--- src/rtl/counter_pkg.sv ---
// Shared definitions for the down_timer control FSM.
package counter_pkg;

    // IDLE: armed or expired; RUN: decrementing; PAUSED: frozen.
    typedef enum logic [1:0] {
        IDLE   = 2'd0,
        RUN    = 2'd1,
        PAUSED = 2'd2
    } state_t;

endpackage : counter_pkg

--- src/rtl/down_timer.sv ---
// Loadable down-counter timer with pause/resume, optional auto-reload and a
// registered one-cycle done pulse on expiry.
//
// Command priority, highest first: reset > load > pause > start.
// There is no valid/ready handshake: every command is a level sampled on the
// rising edge of clk and acts on that edge.
module down_timer
    import counter_pkg::*;
#(
    parameter int WIDTH = 8
) (
    input  logic             clk,
    input  logic             reset,
    input  logic             load,
    input  logic [WIDTH-1:0] load_val,
    input  logic             start,
    input  logic             pause,
    input  logic             auto_reload,
    output logic [WIDTH-1:0] count,
    output logic             busy,
    output logic             done,
    output state_t           state_dbg
);

    localparam logic [WIDTH-1:0] ONE  = WIDTH'(1);
    localparam logic [WIDTH-1:0] ZERO = '0;

    state_t           state_q, state_d;
    logic [WIDTH-1:0] count_q, count_d;
    logic [WIDTH-1:0] reload_q, reload_d;
    logic             done_q, done_d;

    // Registers: FSM state, count, reload value and the done flop.
    always_ff @(posedge clk) begin
        if (reset) begin
            state_q  <= IDLE;
            count_q  <= ZERO;
            reload_q <= ZERO;
            done_q   <= 1'b0;
        end else begin
            state_q  <= state_d;
            count_q  <= count_d;
            reload_q <= reload_d;
            done_q   <= done_d;
        end
    end

    // Next-state, next-count and expiry decode.
    always_comb begin
        state_d  = state_q;
        count_d  = count_q;
        reload_d = reload_q;
        done_d   = 1'b0;

        if (load) begin
            // Load wins in every state; a run in progress is abandoned silently.
            count_d  = load_val;
            reload_d = load_val;
            state_d  = IDLE;
        end else begin
            case (state_q)
                IDLE: begin
                    // A zero count has nothing to time, so start is ignored.
                    if (start && (count_q != ZERO)) begin
                        state_d = RUN;
                    end
                end
                RUN: begin
                    if (pause) begin
                        state_d = PAUSED;
                    end else if (count_q == ONE) begin
                        done_d = 1'b1;
                        if (auto_reload) begin
                            count_d = reload_q;
                        end else begin
                            count_d = ZERO;
                            state_d = IDLE;
                        end
                    end else if (count_q == ZERO) begin
                        // Unreachable in normal operation; never underflow.
                        state_d = IDLE;
                    end else begin
                        count_d = count_q - ONE;
                    end
                end
                PAUSED: begin
                    if (start) begin
                        state_d = RUN;
                    end
                end
                default: begin
                    state_d = IDLE;
                end
            endcase
        end
    end

    assign count     = count_q;
    assign busy      = (state_q == RUN);
    assign done      = done_q;
    assign state_dbg = state_q;

endmodule : down_timer

--- config.mk ---
export PLATFORM = sky130hd
export DESIGN_NAME = down_timer
export DESIGN_NICKNAME = d
export VERILOG_FILES = /design/src/rtl/counter_pkg.sv /design/src/rtl/down_timer.sv
export SDC_FILE = /design/constraint.sdc
export NUM_CORES = 1
export LEC_CHECK = 0
export ABC_AREA = 1
export CAP_MARGIN = 5
export CORE_ASPECT_RATIO = 0.9
export CORE_UTILIZATION = 44
export DETAILED_ROUTE_END_ITERATION = 10
export HOLD_SLACK_MARGIN = 0.15
export PLACE_DENSITY_LB_ADDON = 0.15
export SLEW_MARGIN = 20
export SYNTH_ARGS = -nofsm -noshare
export SYNTH_HDL_FRONTEND = slang
export SYNTH_SLANG_ARGS = --single-unit
--- constraint.sdc ---
create_clock -name clk -period 1.26 [get_ports clk]
set_input_delay 0.126 -clock clk [delete_from_list [all_inputs] [get_ports clk]]
set_output_delay 0.126 -clock clk [all_outputs]
set_load 0.01 [all_outputs]
# Word-level counts from Yosys, hierarchy flattened
# Cells that the tools add are included.
[totals]
reg_bits = 19
latchBits = 0
ramBits = 0
mem_bits_ro = 0
inputBits = 14
out_inout_bits = 12
elab_cells = 38
n_memories = 0
[op_classes]
addsub = 1
n_mul = 0
div = 0
magnitude_cmp = 0
n_eq_ne = 9
n_shift = 0
n_mux = 14
n_bitwise = 1
n_reduce_logical = 9
[op_table]
columns = ["cell", "n"]
rows = [
  ["two-way mux 8 bit", 6],
  ["two-way mux 2 bit", 6],
  ["equality test 8 x 1 -> 1 bit, second input constant", 1],
  ["logical NOT 8 bit", 1],
  ["nonzero test 8 bit", 1],
  ["subtractor 8 x 1 -> 8 bit, second input constant", 1],
  ["!= test 2 bit, second input constant", 3],
  ["case mux 2 bit (3 select lines)", 1],
  ["!= test 4 x 2 -> 1 bit, second input constant", 1],
  ["!= test 4 bit, second input constant", 1],
  ["AND reduction 4 bit", 1],
  ["OR reduction 4 bit", 1],
  ["!= test 3 bit, second input constant", 1],
  ["AND reduction 3 bit", 1],
  ["equality test 2 x 1 -> 1 bit, second input constant", 1],
  ["equality test 2 bit, second input constant", 1],
  ["logical NOT 2 bit", 1],
  ["nonzero test 2 bit", 1],
  ["OR reduction 2 bit", 1],
  ["logical AND 1 bit", 1],
  ["two-way mux 1 bit", 1],
  ["inverter 1 bit", 1],
]

# Depth between registers and ports, before layout
[logic_depth]
ltp_word = 6
mapped_depth = 11
depth_no_buf = 11

# Worst setup path before layout
# Ideal clock, no wire load.
[synth_timing]
path_kind = "register to register"
from = "reg count_q[0] (netlist: count[0])"
to = "reg count_q[2] (netlist: count[2])"
setup_time_ns = 0.115
arrival_time_ns = 1.309
t_required_ns = 1.145
path_slack_ns = -0.164
path_stages_with_launch = 11
path_buffers = 1
synth_period_minus_slack_ns = 1.424
cell_sequence = "dfxtp_1 inv_1 ha_1 inv_1 nor2_2 nand3_2 nand2_2 nand2_4 buf_6 o21ai_1 nor2_1"
[synth_between]
elab_chain_len = 6
word_cells_on_any_way = 10
cone_classes = "add/sub: 1; eq/ne: 2; mux: 5; reduce/logical: 2"
[synth_rtl]
columns = ["item", "line_no", "rtl"]
rows = [
  ["start, declared", "down_timer.sv:29", "logic [WIDTH-1:0] count_q, count_d;"],
  ["start signal, assigned", "down_timer.sv:42", "count_q <= count_d;"],
  ["subtractor 8 x 1 -> 8 bit", "down_timer.sv:83", "count_d = count_q - ONE;"],
  ["two-way mux 8 bit", "down_timer.sv:79", "end else if (count_q == ZERO) begin"],
  ["two-way mux 8 bit", "down_timer.sv:71", "end else if (count_q == ONE) begin"],
  ["two-way mux 8 bit", "down_timer.sv:69", "if (pause) begin"],
  ["two-way mux 8 bit", "down_timer.sv:61", "case (state_q)"],
  ["two-way mux 8 bit", "down_timer.sv:55", "if (load) begin"],
]
# Parallel ways exist; a longest one is shown, timed or not. The select of a mux whose other input is x is not followed.
# A chain may end at the register's enable or synchronous reset.

# Worst setup path after layout
[layout_timing]
from = "reg count_q[1] (netlist: count[1])"
to = "reg count_q[0] (netlist: count[0])"
[layout_between]
elab_chain_len = 5
word_cells_on_any_way = 8
cone_classes = "eq/ne: 2; mux: 4; reduce/logical: 2"
[layout_rtl]
columns = ["item", "line_no"]
rows = [
  ["equality test 8 x 1 -> 1 bit", "down_timer.sv:71"],
  ["two-way mux 8 bit", "down_timer.sv:71"],
  ["two-way mux 8 bit", "down_timer.sv:69"],
  ["two-way mux 8 bit", "down_timer.sv:61"],
  ["two-way mux 8 bit", "down_timer.sv:55"],
]
# Parallel ways exist; a longest one is shown, timed or not. The select of a mux whose other input is x is not followed.

==> run_results.csv <==
group,metric,value,unit
timing,fmax,0.723,GHz
clock_tree,cts_sinks,19,
floorplan,fp.dieH,50.6,um
clock_tree,clk_path_buf_depth,2,
global_routing,grt_pass1_vias,1265,
timing,hold_viol,0,
route,routed_wl,3260,um
worst_setup_path,rr_startpoint,"count[1]$_SDFFE_PP0P_",
synthesis,synth_top_area_cell,"dfxtp_1",
synthesis,synth_seq_cells,19,
hold_path,hold_start,"load_val[3]",
final_layout,instances_no_fill,256,
power_and_ir_drop,pwr_density_cell,914,nW/um^2
synthesis,postSynthAreaPerCell,6.72,um^2
route,avgViaCountPerCell,5.08,
clock_tree,clk_latency,0.29,ns
place,io_buffers,25,
synthesis,syn-cell-area,1160,um^2
worst_setup_path,startpoint_type,"register",
synthesis,synth-warning-count,0,
worst_setup_path,worstPathRequired,1.49,ns
timing,post-route-period-util,1.10,
final_layout,finish.utilization,0.745,
timing,setup_slack,-0.123,ns
timing,slew_headroom,0.832,
floorplan,fp.coreArea,2470,um^2
synthesis,yosysMostFrequentCell,"nand2_1",
clock_tree,cts_root_buffer,"clkbuf_4",
floorplan,rows,17,
route,drt-wirelength-per-cell,12.7,um
route,drtAntennaViolNets,0,
final_layout,antenna_cells,0,
global_routing,use_met1,0.322,
timing,period_needed,1.38,ns
worst_setup_path,arrival,1.62,ns
hold_path,hold_class,"in -> reg",
clock_tree,h-tree-depth,1,
timing,setup_violations,9,
worst_setup_path,crit_path_end_kind,"register",
power_and_ir_drop,peakVddDrop,0.763,mV
clock_tree,cts_made_buffers,3,
final_layout,n_fill_cell,198,
global_routing,grt_pass1_wl,5640,um
global_routing,grt_max_degree,11,
synthesis,synthTopCellsByArea,"dfxtp_1 (33%), nand2_1 (14%), nand3_1 (7.8%)",
place,dp_slack,-0.129,ns
route,vias,1301,
place,placedCellCount,248,
job,cap_violations,0,
synthesis,netlist_instances,172,
timing,worstMarginPinSlew,0.251,ns
place,placed_cell_area,1650,um^2
final_layout,fin_area,1840,um^2
route,dr.pass1.iters,5,
floorplan,dieArea,2840,um^2
run_status,status,"complete, but fails checks",
hold_path,whs_path_depth,3,
worst_setup_path,worstReg2RegEnd,"count[0]$_SDFFE_PP0P_",
synthesis,yosys-top-cells-count,"nand2_1 (44), dfxtp_1 (19), nand3_1 (18)",
route,drcViolationCount,0,
run_status,violations,"negative setup slack",
timing,finalClockSkew,0.00355,ns
power_and_ir_drop,static-leakage-power,0.897,nW
final_layout,nNetsFinal,246,
synthesis,synth_edf_count,0,
synthesis,synthFlopType,"dfxtp_1",
timing,rsz0062_at_grt,"true",
global_routing,grt_use_met3,0.0309,
synthesis,ys_async_sr_fraction,0,
worst_setup_path,r2r_slack,-0.12,ns
worst_setup_path,crit_type,"reg -> reg",
clock_tree,cts_tree,"yes",
place,place_congestion,0.847,
synthesis,synth_cell_types,25,
timing,report.final.slew_viol_count,0,
synthesis,synth_top_area_frac,0.329,
worst_setup_path,crit_fanout,7,
synthesis,yosysSeqAreaShare,0.329,
hold_path,holdPathEnd,"reload_q[3]$_SDFFE_PP0P_",
final_layout,area_growth,59.1,%
global_routing,grtUsageTotal,0.252,
final_layout,drive_above_1_share,0.399,
route,drtIter0Drc,35,
worst_setup_path,worstSetupStartpoint,"count[1]$_SDFFE_PP0P_",
place,hpwl,2330,um
worst_setup_path,r2r_cells,10,
global_routing,antenna_found_initial,0,
clock_tree,hold_buffers,0,
global_routing,grt.busiest_layer,"met2",
floorplan,io_pins,26,
global_routing,met2_usage,0.427,
global_routing,overflow,0,
floorplan,initial_core_util,0.469,
clock_tree,path_clk_slew,0.11,ns
floorplan,dieWidth,56.0,um
synthesis,syn_nets,189,
## cell type report
cell class / instances / area (um^2) / share of cell area
tap: 28 / 35.0 / 0.0190
inverter: 23 / 93.8 / 0.0510
timing repair buffer: 55 / 474 / 0.258
sequential: 19 / 398 / 0.216
multi-input combinational: 127 / 812 / 0.441
clock buffer: 4 / 26.3 / 0.0143
## critical path, stage by stage, from the launching register on
cell	delay [ns]
dfxtp_2	0.35
inv_4	0.08
ha_4	0.16
nand2_4	0.06
inv_4	0.06
nand2_4	0.07
nor2_4	0.22
nand3_1	0.12
nand3_1	0.09
nor2_1	0.04
nor2_1	0.06
## logic make-up (layout without fill, tap and decap cells)
family          count (synthesis)  in the layout  share of synthesized area
xor+xnor                        3              3                     0.0227
fa+ha+maj                       3              3                     0.0325
buf+inv                        27             82                     0.0963
simple gates                   98             99                      0.422
compound gates                 22             22                     0.0974
flops                          19             19                      0.329
## layout by cell type (no fill, tap or decap), types with 2 or more instances in the layout
cell / count
nand2_1: 40
buf_4: 27
nand3_1: 13
clkdlybuf4s50_1: 13
nor2_1: 12
a21oi_1: 11
inv_1: 11
dfxtp_1: 11
dlygate4sd2_1: 11
inv_2: 9
nand3_2: 7
nand2_2: 6
nor2_4: 6
o21ai_1: 6
nand2_4: 5
dfxtp_2: 5
nor2_2: 4
buf_6: 4
inv_4: 3
xor2_1: 3
clkbuf_4: 3
dfxtp_4: 3
o21ai_0: 2
o21ai_2: 2
ha_4: 2
## metal layers
metal / vias up / wire (um) / part of all wire
li1: 662 / - / -
met1: 564 / 1420 / 0.44
met2: 54 / 1520 / 0.47
met3: 21 / 192 / 0.059
met4: 0 / 127 / 0.039
met5: - / 0 / 0
## flip-flops by register name, summed over array words and instances (netlist names)
signal and cells:
done 1, count 8, state_dbg 2, reload_q 8
## stage by stage
step,TNS (ns),hold WS (ns),power (mW)
after floorplan,-0.142,0.204,1.03
after global placement,-0.637,0.450,1.28
after detailed placement,-1.09,0.454,1.29
after CTS,-0.629,0.415,1.65
after global routing,-1.64,0.427,1.79
final,-0.807,0.412,1.68
## worst max path at each step
stage	end	slack (ns)	cells past startpoint
finish	count[0]$_SDFFE_PP0P_	-0.12	10
global route	count[3]$_SDFFE_PP0P_	-0.21	10
CTS	count[0]$_SDFFE_PP0P_	-0.10	10
detailed placement	count[0]$_SDFFE_PP0P_	-0.13	10
global placement	count[4]$_SDFFE_PP0P_	-0.1	11
floorplan	count[1]$_SDFFE_PP0P_	-0.03	10
## report_power, final
| group | internal, mW | switching (mW) |
|---|---|---|
| registers | 0.645 | 0.0413 |
| logic | 0.323 | 0.363 |
| clock network | 0.123 | 0.186 |
| total | 1.09 | 0.590 |
## timing repair
item,in CTS,in global routing
resized for setup,46,15
endpoints found under the setup margin,21,11
gates cloned,1,0
setup buffers,3,0
pin swaps,18,6
Power figures use the tool's default switching activity.
